==> src/rtl/div_pkg.sv <==
// Shared types for the iterative divider: op encoding, FSM states
// and small op-decoding helpers.
package div_pkg;

  typedef enum logic [1:0] {
    DIV  = 2'b00,
    DIVU = 2'b01,
    REM  = 2'b10,
    REMU = 2'b11
  } div_op_e;

  typedef enum logic [2:0] {
    IDLE  = 3'd0,
    PREP  = 3'd1,
    ITER  = 3'd2,
    FIXUP = 3'd3,
    DONE  = 3'd4
  } div_state_e;

  function automatic logic is_signed(input div_op_e op);
    return (op == DIV) || (op == REM);
  endfunction

  function automatic logic is_rem(input div_op_e op);
    return (op == REM) || (op == REMU);
  endfunction

endpackage

==> src/rtl/lzc.sv <==
// Combinational leading-zero counter; all-zero input yields WIDTH.
// Ports: value (WIDTH bits) in, count ($clog2(WIDTH)+1 bits) out.
module lzc #(
  parameter int WIDTH = 32
) (
  input  logic [WIDTH-1:0]       value,
  output logic [$clog2(WIDTH):0] count
);

  localparam int CW = $clog2(WIDTH) + 1;

  logic found;

  always_comb begin
    count = CW'(WIDTH);
    found = 1'b0;
    for (int i = WIDTH - 1; i >= 0; i--) begin
      if (!found && value[i]) begin
        count = CW'(WIDTH - 1 - i);
        found = 1'b1;
      end
    end
  end

endmodule

==> src/rtl/iter_divider.sv <==
// Iterative radix-2 restoring divider (DIV/DIVU/REM/REMU) with tag.
// Ports: clock, nreset, in valid/ready + op/a/b/tag, flush_i,
//        out valid/ready + result_o/tag_o.
import div_pkg::*;

module iter_divider #(
  parameter int WIDTH     = 32,
  parameter int EARLY_OUT = 1,
  parameter int TAG_W     = 5
) (
  input  logic             clock,
  input  logic             nreset,
  input  logic             in_valid_i,
  output logic             in_ready_o,
  input  logic [1:0]       op_i,
  input  logic [WIDTH-1:0] a_i,
  input  logic [WIDTH-1:0] b_i,
  input  logic [TAG_W-1:0] tag_i,
  input  logic             flush_i,
  output logic             out_valid_o,
  input  logic             out_ready_i,
  output logic [WIDTH-1:0] result_o,
  output logic [TAG_W-1:0] tag_o
);

  localparam int CW = $clog2(WIDTH) + 1;
  localparam int LW = $clog2(WIDTH);
  localparam logic [WIDTH-1:0] MIN =
    {1'b1, {(WIDTH-1){1'b0}}};

  div_state_e state;
  div_state_e state_next;

  div_op_e          op_q;
  logic [WIDTH-1:0] a_q;
  logic [WIDTH-1:0] b_q;
  logic [TAG_W-1:0] tag_q;
  logic [WIDTH-1:0] da;
  logic [WIDTH-1:0] db;
  logic [WIDTH-1:0] quo;
  logic [WIDTH:0]   rem;
  logic [CW-1:0]    idx;
  logic             sign_a;
  logic             sign_b;

  logic             accept;
  logic             sgn;
  logic             neg_a;
  logic             neg_b;
  logic [WIDTH-1:0] abs_a;
  logic [WIDTH-1:0] abs_b;
  logic [CW-1:0]    lz;
  logic [CW-1:0]    n;
  logic             is_dz;
  logic             is_ovf;
  logic             skip;

  logic             bit_in;
  logic [WIDTH:0]   trial;
  logic [WIDTH:0]   db_x;
  logic             ge;
  logic [WIDTH:0]   rem_n;

  logic [WIDTH-1:0] q_sel;
  logic [WIDTH-1:0] r_sel;
  logic [WIDTH-1:0] res_sel;

  // The partial remainder never exceeds |b|, so its top bit only
  // exists to hold the shifted-in trial value.
  logic unused_rem_msb;
  assign unused_rem_msb = rem[WIDTH];

  assign accept = in_valid_i && in_ready_o && !flush_i;

  assign sgn    = is_signed(op_q);
  assign neg_a  = sgn && a_q[WIDTH-1];
  assign neg_b  = sgn && b_q[WIDTH-1];
  assign abs_a  = neg_a ? -a_q : a_q;
  assign abs_b  = neg_b ? -b_q : b_q;
  assign is_dz  = (b_q == '0);
  assign is_ovf = sgn && (a_q == MIN) && (b_q == '1);

  lzc #(
    .WIDTH(WIDTH)
  ) u_lzc (
    .value(abs_a),
    .count(lz)
  );

  assign n    = (EARLY_OUT != 0) ? CW'(WIDTH) - lz : CW'(WIDTH);
  assign skip = (n == '0) || is_dz || is_ovf;

  assign bit_in = da[idx[LW-1:0]];
  assign trial  = {rem[WIDTH-1:0], bit_in};
  assign db_x   = {1'b0, db};
  assign ge     = (trial >= db_x);
  assign rem_n  = ge ? trial - db_x : trial;

  always_comb begin
    q_sel = (sign_a ^ sign_b) ? -quo : quo;
    r_sel = sign_a ? -rem[WIDTH-1:0] : rem[WIDTH-1:0];
    if (is_dz) begin
      q_sel = '1;
      r_sel = a_q;
    end else if (is_ovf) begin
      q_sel = MIN;
      r_sel = '0;
    end
    res_sel = is_rem(op_q) ? r_sel : q_sel;
  end

  always_comb begin
    state_next = state;
    unique case (state)
      IDLE:    if (accept) state_next = PREP;
      PREP:    state_next = skip ? FIXUP : ITER;
      ITER:    if (idx == '0) state_next = FIXUP;
      FIXUP:   state_next = DONE;
      DONE:    if (out_ready_i) state_next = IDLE;
      default: state_next = IDLE;
    endcase
    if (flush_i) state_next = IDLE;
  end

  always_ff @(posedge clock or negedge nreset) begin
    if (!nreset) begin
      state <= IDLE;
    end else begin
      state <= state_next;
    end
  end

  always_ff @(posedge clock or negedge nreset) begin
    if (!nreset) begin
      op_q        <= DIV;
      a_q         <= '0;
      b_q         <= '0;
      tag_q       <= '0;
      da          <= '0;
      db          <= '0;
      quo         <= '0;
      rem         <= '0;
      idx         <= '0;
      sign_a      <= 1'b0;
      sign_b      <= 1'b0;
      in_ready_o  <= 1'b0;
      out_valid_o <= 1'b0;
      result_o    <= '0;
      tag_o       <= '0;
    end else begin
      if (state == IDLE && accept) begin
        op_q  <= div_op_e'(op_i);
        a_q   <= a_i;
        b_q   <= b_i;
        tag_q <= tag_i;
      end
      if (state == PREP) begin
        da     <= abs_a;
        db     <= abs_b;
        sign_a <= neg_a;
        sign_b <= neg_b;
        quo    <= '0;
        rem    <= '0;
        idx    <= n - CW'(1);
      end
      if (state == ITER) begin
        rem               <= rem_n;
        quo[idx[LW-1:0]]  <= ge;
        idx               <= idx - CW'(1);
      end
      if (state == FIXUP && !flush_i) begin
        result_o <= res_sel;
        tag_o    <= tag_q;
      end
      in_ready_o  <= (state_next == IDLE);
      out_valid_o <= (state_next == DONE);
    end
  end

endmodule
==> config.mk <==
export PLATFORM = sky130hd
export DESIGN_NAME = iter_divider
export DESIGN_NICKNAME = d
export VERILOG_FILES = /design/src/rtl/div_pkg.sv /design/src/rtl/lzc.sv /design/src/rtl/iter_divider.sv
export SDC_FILE = /design/constraint.sdc
export NUM_CORES = 1
export LEC_CHECK = 0
export CORE_UTILIZATION = 65
export CTS_CLUSTER_SIZE = 20
export DETAILED_ROUTE_END_ITERATION = 8
export PLACE_DENSITY = 0.91
export SLEW_MARGIN = 10
export SYNTH_ARGS = -nofsm -noshare
export SYNTH_HDL_FRONTEND = slang
export SYNTH_SLANG_ARGS = --single-unit
export TNS_END_PERCENT = 100
==> constraint.sdc <==
create_clock -name clock -period 12.75 [get_ports clock]
set_input_delay 1.9125 -clock clock [delete_from_list [all_inputs] [get_ports clock]]
set_output_delay 1.9125 -clock clock [all_outputs]
set_load 0.1 [all_outputs]
-- Word-level counts from Yosys, hierarchy flattened
Cells that the tools add are included.
- output and inout port bits: 39
- flip-flop bits (word level): 249
- ROM bits: 0
- logic and storage cells: 210
- memories kept: 0
- input bits: 76
- memory bits (writable): 0
- bits in latches: 0
- shift-type cells: 0
- eq/ne operators: 9
- order comparisons: 3
- bitwise logic cells: 1
- div/mod/pow operators: 0
- reductions and logical operators: 83
- multiplexer cells: 90
- multiply operators: 0
- $add $sub $neg: 8
- operator list (operator ; number):
    2-to-1 mux 32 bit ; 14
    2-to-1 mux 6 bit ; 34
    negation 32 bit ; 4
    equality test 32 bit (second input constant) ; 2
    logical AND 1 bit ; 40
    2-to-1 mux 1 bit ; 34
    >= comparator 33 x 32 -> 1 bit ; 1
    bitwise mux 32 bit ; 1
    zero test 1 bit ; 32
    zero test 32 bit ; 1
    subtractor 32 bit ; 1
    case mux 3 bit (5 select lines) ; 1
    zero test 6 bit ; 2
    2-to-1 mux 3 bit ; 4
    subtractor 6 x 1 -> 6 bit (second input constant) ; 2
    equality test 3 x 2 -> 1 bit (second input constant) ; 2
    equality test 3 bit (second input constant) ; 2
    zero test 3 bit ; 2
    < comparator 5 x 6 -> 1 bit (second input constant) ; 1
    subtractor 6 bit (first input constant) ; 1
    binary-select mux 1 bit (select 5 bit) ; 1
    demux 1 bit (select 5 bit) ; 1
    >= comparator 5 x 1 -> 1 bit (second input constant) ; 1
    equality test 2 bit (second input constant) ; 2
    other kinds (5) ; 8

-- Logic depth before layout (Yosys ltp)
Gate-level depths: netlist of the first run.
- depth in word-level cells: 106
- depth in mapped cells: 21
- gate-level depth less buffers: 19

-- Hierarchy
A second synthesis of the first run with hierarchy kept.
- cells, all modules: 1775
- area total of the unflattened synthesis: 15910.3 um^2
- modules (own cells, without submodules) (module ; area an instance (um^2) ; times used ; cells each):
    iter_divider ; 15524.9 ; 1 ; 1711
    lzc ; 385.4 ; 1 ; 64

-- Worst setup path after synthesis of the first run
OpenSTA, ideal clock, no wires.
- path type: register -> register
- start: register idx[0]
- end: register quo[0]
- cell stages (with the launch flop): 21
- arrival: 4.707 ns
- clock period less this slack: 4.845 ns
- required time: 12.612 ns
- path slack: 7.905 ns
- path through: dfrtp_1 > clkbuf_1 > buf_1 > mux4_2 > inv_1 > o22ai_1 > nor4_1 > ha_1 > nor2b_1 > o21ai_0 > a21boi_0 > o21a_1 > o21ai_0 > a21bo_2 > o21ai_0 > nand2_1 > a31oi_1 > o41ai_1 > clkbuf_1 > clkbuf_1 > o21ai_0
- word-level cells in the longest chain between the ends: 6
- elaborated cells between the ends (all ways): 10
- classes of those cells: order compare: 3; mux: 6; reduce/logical: 1
- ends and longest elaborated chain (element ; RTL line ; source):
    start: declaration ; iter_divider.sv:42 ; logic [CW-1:0] idx;
    start signal: assignment ; iter_divider.sv:164 ; idx <= n - CW'(1);
    start signal: assignment ; iter_divider.sv:169 ; idx <= idx - CW'(1);
    parallel branches: the longest is 4 deep, another holds >= comparator 33 x 32 -> 1 bit ; - ;
    bitwise mux 32 bit * ; iter_divider.sv:168 ; quo[idx[LW-1:0]] <= ge;
    2-to-1 mux 32 bit * ; iter_divider.sv:166 ; if (state == ITER) begin
    end signal: indexed assignment ; iter_divider.sv:168 ;
    end: declaration ; iter_divider.sv:40 ; logic [WIDTH-1:0] quo;
Every way passes the cells marked *. The select of a mux whose other input is x is not followed.
A chain may end at the register's enable or synchronous reset.

-- Worst setup path after layout of the first run
- start: register a_q[7]
- end: register idx[4]
- word-level cells in the longest chain between the ends: 100
- elaborated cells between the ends (all ways): 130
- classes of those cells: add/sub: 3; mux: 65; reduce/logical: 62
- ends and longest elaborated chain (element ; RTL line ; source):
    start: declaration ; iter_divider.sv:35 ; logic [WIDTH-1:0] a_q;
    start signal: assignment ; iter_divider.sv:153 ; a_q <= a_i;
    negation 32 bit ; iter_divider.sv:78 ; assign abs_a = neg_a ? -a_q : a_q;
    2-to-1 mux 32 bit * ; iter_divider.sv:78 ;
    2-to-1 mux 1 bit ; lzc.sv:18 ; if (!found && value[i]) begin
    zero test 1 bit ; lzc.sv:18 ;
    logical AND 1 bit ; lzc.sv:18 ;
    2-to-1 mux 1 bit ; lzc.sv:18 ;
    zero test 1 bit ; lzc.sv:18 ;
    logical AND 1 bit ; lzc.sv:18 ;
    (+84 left out) ; - ;
    2-to-1 mux 1 bit ; lzc.sv:18 ;
    zero test 1 bit ; lzc.sv:18 ;
    logical AND 1 bit ; lzc.sv:18 ;
    2-to-1 mux 6 bit * ; lzc.sv:18 ;
    subtractor 6 bit * ; iter_divider.sv:90 ; assign n = (EARLY_OUT != 0) ? CW'(WIDTH) - lz : CW'(WIDTH);
    subtractor 6 x 1 -> 6 bit * ; iter_divider.sv:164 ;
    2-to-1 mux 6 bit * ; iter_divider.sv:157 ; if (state == PREP) begin
    2-to-1 mux 6 bit * ; iter_divider.sv:166 ;
Mark *: on every way between the ends. The rest lies on a longest branch, timed or not. The select of a mux whose other input is x is not followed.

==> flow_summary.ini, run 1 <==
[cells_and_area]
final_cell_mix = dfrtp_1 (249), nand2_1 (220), o21ai_0 (184)
final_cells = 2260
layout-drive-gt1-share_pct = 10.0
nets = 2028
final_common_cell = dfrtp_1
area_growth_pct = 13.1
num_antenna_cells = 0

[yosys]
syn_nets = 1998
synth_cell_types = 86
synth_area_leaders = dfrtp_1 (37%), o21ai_0 (5.5%), mux2_2 (5.4%)
synth_area_per_cell_um2 = 8.86
ys_seq_elements = 249
ys.flop_type = dfrtp_1
synth_edf_count = 0
synth-async-reset-ratio_pct = 100
yosysSeqAreaShare_pct = 37.4
yosysTopAreaCellShare_pct = 37.4
synth_warnings = 0
yosysTopAreaCell = dfrtp_1
synthCells = 1881
synth_area_um2 = 16700

[die]
fp.dieW_um = 162
pin_count = 115
fp-row-count = 58
core_area_um2 = 25200
die_area_um2 = 26300
start_util_pct = 66.2
die_y_um = 162

[sta]
worst_pin_slew_ps = 1290
fmaxAchievable_mhz = 171
setup_viol = 0
clock_skew_ps = 17.5
grt_setup_unrepaired = no
timing.setup.tns_ps = 0
period_minus_slack_ps = 5860
slew_headroom_pct = 12.7
hold_violations = 0
finalCritPeriodShare_pct = 46.0
slew_viol_final = 0

[global_route]
grt_pass1_vias = 14900
grt_overflow_total = 0
grt.total_usage_pct = 40.7
grt_pass1_wl_um = 83400
grt_max_degree = 127
antenna_found_initial = 0

[setup_path]
cp_data_arrival_time_ps = 6290
critPathLaunchType = flip-flop
endpoint_kind = flip-flop
worstPathRequired_ps = 13180
crit_path_max_fanout = 14
critPathKind = flip-flop to flip-flop
r2r_cells = 16

[route]
drcViolationCount = 0
first_iter_violations = 2239
wirelength_um = 52900
ant_nets = 0
vias_per_cell = 6.91
drt-pass1-iter-count = 6
drt-wirelength-per-cell_um = 23.4
vias = 15600

[power]
p_leak_nw = 8.02
ir_drop_uv = 216
power_per_cell_area_nw_per_um2 = 255

[cts]
clock_sinks = 249
clock_tree.buffer_depth = 3
holdBufCountCts = 0
cts-resized-gates = 0
root_buffer = clkbuf_16
htree_num_levels = 1
post_cts_buffers = 0
clk_latency_ps = 550
clkTransAtPathRegs_ps = 60
numCtsBuffers = 28
cts_tree = done

[place]
portBuffers = 114
hpwl_um = 37600
place.gp.congestion = 1.01
dp_cells = 2211

[worst_hold_path]
holdCritPathClass = flip-flop to flip-flop
hold_depth = 1

[run]
drv_cap = 0

[outcome]
status = finished, final reports clean
## final timing paths
| path | slack, ps | start | endpoint |
|---|---|---|---|
| max in group asynchronous | 9070 | nreset | a_q[30] |
| worst min-delay path | 480 | result_o[10] | result_o[10] |
| worst max register to register | 6890 | a_q[7] | idx[4] |
| min in group asynchronous | 1360 | nreset | db[13] |
| worst min register to register | 480 | result_o[10] | result_o[10] |
| worst max-delay path | 6890 | a_q[7] | idx[4] |
## per-layer routing
metal  GRT usage (%)  vias to the layer above  routed length (um)
met2            63.7                     1067               23800
met4            17.0                        0                2540
met3            8.15                      189                5750
met5               0                        -                   0
met1            55.3                     7454               20800
li1                -                     6908                   -
## cells in the mapped netlist, types with 5 or more instances
cell type,count
nor3_1,36
o21ai_1,6
nand4_1,24
a21oi_1,93
nor2b_1,13
xor2_1,66
or4_1,11
inv_1,65
and2_1,5
nand2b_1,20
a221oi_1,22
o2111ai_1,7
o211ai_1,45
clkbuf_1,127
o22ai_1,13
mux2_2,80
o41ai_1,16
nand3b_1,9
o31ai_1,51
o21a_1,6
a31oi_1,20
a32oi_1,6
or3_1,27
mux4_2,8
nor2_1,95
a21o_1,25
or2_2,8
dfrtp_1,249
a21boi_0,5
nand3_1,35
nor3b_1,8
xnor2_1,82
and3_1,6
o21bai_1,7
mux2i_1,33
nor4_1,23
ha_1,40
nand2_1,220
a211oi_1,7
o21ai_0,184
## where the power goes
part	switching, mW	internal [mW]	total, mW
Combinational	1.57	1.03	2.60
Sequential	0.354	1.01	1.36
Clock	0.337	0.511	0.849
Total	2.26	2.55	4.81
## through the flow
stage	hold WS (ps)	cell area (um2)	power [mW]	utilization, %	setup WS, ps
finish	475	18900	4.81	74.9	6890
CTS	479	18900	4.71	74.9	7020
global route	499	18900	5.07	74.9	6590
detailed placement	465	17900	3.83	71.1	7060
global placement	453	17900	3.75	71.1	7210
floorplan	434	16700	3.12	-	7910
## layout make-up
| type | instances | area (um2) |
|---|---|---|
| multi-input cells | 1432 | 9700 |
| flip-flops and latches | 249 | 6230 |
| clock inverters | 13 | 179 |
| well taps | 330 | 413 |
| inverters | 65 | 244 |
| repair buffers | 135 | 1300 |
| fillers | 1720 | 6330 |
| clock buffers | 36 | 782 |
## critical path, cell delays in order, from the launching register on
cell	delay, ps
dfrtp_1	520
or4_1	760
nor4_4	790
a41oi_1	320
xnor2_1	310
o211a_1	250
or4b_1	660
o32ai_2	400
a21oi_1	110
ha_1	350
mux2i_1	150
ha_1	300
nand3_1	100
mux2_2	320
a21oi_1	140
o2111a_1	220
nor3_2	50
## state kept, by name, indices dropped and copies added, names as in the netlist, 2 cells and up
signal / flops
b_q: 32
tag_q: 5
result_o: 32
quo: 32
state: 3
idx: 6
op_q: 2
tag_o: 5
da: 32
a_q: 32
db: 32
rem: 32
## logic make-up (layout without fill, tap and decap cells)
group	after synthesis	count (layout)	share of synthesized area (%)
AO/OA/AOI/OAI	552	552	21.4
XOR/XNOR	149	149	7.87
adder cells (fa/ha/maj)	41	41	3.12
buffers and inverters	200	249	4.62
flip-flops	249	249	37.4
multiplexers	122	122	8.54
AND/OR/NAND/NOR	568	568	17.1
Note: power is estimated with default switching activity, not from simulation.
==> inputs of run 2 (changes only) <==
- CORE_UTILIZATION: 65 -> 55
- PLACE_DENSITY: 0.91 -> 0.82
- clock period: 12.75 -> 4.85 ns (I/O delays scaled with it)
==> run 2 against run 1 <==
  * Fmax rose by 25%
  * Die area up 18%
  * Clock skew decreased by 6.9 ps
  * Global-route usage fell by 6.5 points
  * Count of clock-buffer cells in the layout grew 3
==> flow_summary.ini, run 2 (same netlist as run 1, synthesis figures left out) <==
[global_route]
grt_pass1_wl_um = 82700
grt_overflow_total = 0
grt_pass1_vias = 14700
grt_max_degree = 107
grt.total_usage_pct = 34.2
antenna_found_initial = 1

[place]
hpwl_um = 38700
place.gp.congestion = 1.02
portBuffers = 114
dpl_cell_area_um2 = 18700

[cts]
holdBufCountCts = 0
clkTransAtPathRegs_ps = 60
cts_tree = done
numCtsBuffers = 28
clock_tree.buffer_depth = 3
clock_sinks = 249
root_buffer = clkbuf_16
htree_num_levels = 1
clk_latency_ps = 550

[die]
fp-row-count = 63
core_area_um2 = 29700
die_area_um2 = 31000
pin_count = 115
die_y_um = 176
fp.dieW_um = 176
start_util_pct = 56.1

[sta]
grt_setup_unrepaired = yes
finalCritPeriodShare_pct = 96.7
slew_viol_final = 0
slew_headroom_pct = 26.0
hold_violations = 0
clock_skew_ps = 10.6
setup_viol = 0
worst_pin_slew_ps = 1110
period_minus_slack_ps = 4690
fmaxAchievable_mhz = 213

[cells_and_area]
nets = 2123
final_cell_mix = dfrtp_1 (247), nand2_1 (220), o21ai_0 (183)
final_util_pct = 66.4
fill_cells = 2360
layout-drive-gt1-share_pct = 14.9
multi_input_area_um2 = 9780
num_antenna_cells = 0
final_common_cell = dfrtp_1
area_growth_pct = 18.4
fin_area_um2 = 19700
seq_area_um2 = 6240

[run]
drv_cap = 0

[power]
ir_drop_uv = 367
p_seq_share_pct = 26.1
pwr-share-clk_pct = 16.5
power_frac_comb_pct = 57.4
p_leak_nw = 8.51
internal_power_mw = 7.05
p_sw_mw = 5.89
power_per_cell_area_nw_per_um2 = 655
switching_share_pct = 45.5

[route]
drt-wirelength-per-cell_um = 21.8
vias_per_cell = 6.44
vias = 15600
drt-pass1-iter-count = 8
ant_nets = 0
drcViolationCount = 0
first_iter_violations = 1645
wirelength_um = 52600

[setup_path]
critPathSlowestCell = dfrtp_1
crit_path_frequent_cell = buf_4
cp_data_arrival_time_ps = 5120
critPathKind = flip-flop to flip-flop
r2r_cells = 20
crit_path_end = idx[5]
r2r-end = idx[5]
critPathMaxStageDelay_ps = 420
crit_path_max_fanout = 15
critPathLaunchType = flip-flop
worstPathRequired_ps = 5280
r2r_slack_ps = 160
r2r_start = a_q[3]
crit_start = a_q[3]
cp_cell_sequence = buf_4 -> nor3_1 -> buf_4 -> nand4_1 -> buf_4 -> o41ai_4 -> buf_4 -> buf_4 -> nor2_1 -> nand3b_1 -> a41o_1 -> o211ai_1 -> a41oi_2 -> ha_1 -> inv_1 -> a2111oi_2 -> mux2_1 -> a21oi_1 -> o2111ai_1 -> mux2i_1
endpoint_kind = flip-flop

[outcome]
status = finished, final reports clean

[worst_hold_path]
holdCritPathClass = input port to asynchronous set/reset pin
[run 2: cell types whose count changed in the layout (fill, tap and decap cells not counted), moves of 2 or more]
cell,previous run,this run
clkinv_2,4,6
buf_12,0,5
ha_1,40,38
buf_4,21,110
o41ai_1,15,13
ha_2,0,2
clkbuf_8,3,5
bufinv_16,4,2
dfrtp_1,249,247
clkinvlp_4,4,2
[run 2: what timing repair did]
item                                    in CTS  in global routing
setup buffers                                0                  9
pin swaps                                    0                  4
hold endpoints to repair                     0                  0
endpoints found under the setup margin       1                 65
gates resized for setup                      1                 19
[run 2: critical path: cells and delay by family (launching register included)]
| family | cells | cell delay (ps) |
|---|---|---|
| compound gates | 7 | 1550 |
| buf+inv | 6 | 1070 |
| simple gates | 4 | 750 |
| mux | 2 | 550 |
| flops | 1 | 420 |
| fa+ha+maj | 1 | 220 |
[run 2: layer usage]
metal / GRT usage (%) / part of all wire [%]
met5: 0 / 0
met4: 13.2 / 3.8
met3: 6.80 / 10
met2: 52.3 / 44
met1: 47.9 / 42
[run 2: worst min path at each step]
| stage | slack [ps] | cells past startpoint | endpoint |
|---|---|---|---|
| 3_3_place_gp | 460 | 2 | da[27] |
| 4_1_cts | 270 | 1 | rem[11] |
| 3_5_place_dp | 460 | 2 | da[27] |
| 2_1_floorplan | 430 | 0 | a_q[0] |
| 6_report | 220 | 1 | rem[11] |
| 5_1_grt | 280 | 1 | rem[12] |
[run 2: final cells by class]
cell class,instances,area share [%]
clock buffer,39,4.12
tap,390,2.47
sequential,249,31.6
clock inverter,10,0.532
multi-input combinational,1432,49.5
inverter,65,1.24
timing repair buffer,230,10.5
[run 2: stage by stage]
step	std cells	total power, mW	setup slack (ps)	setup TNS, ps	hold WS (ps)
detailed placement	2357	10.5	2.11	0	462
CTS	2406	12.7	42.0	0	267
global route	2415	13.7	-104	-158	282
finish	2415	12.9	159	0	223
global placement	2357	10.3	107	0	455
floorplan	1881	8.20	5.13	0	432
[run 2: power groups by stage]
stage	logic [mW]	clock network (mW)	registers (mW)
2_1_floorplan	5.01	0	3.20
3_3_place_gp	6.98	0	3.35
3_5_place_dp	7.12	0	3.39
4_1_cts	7.17	2.15	3.36
5_1_grt	8.03	2.24	3.44
6_report	7.43	2.13	3.38
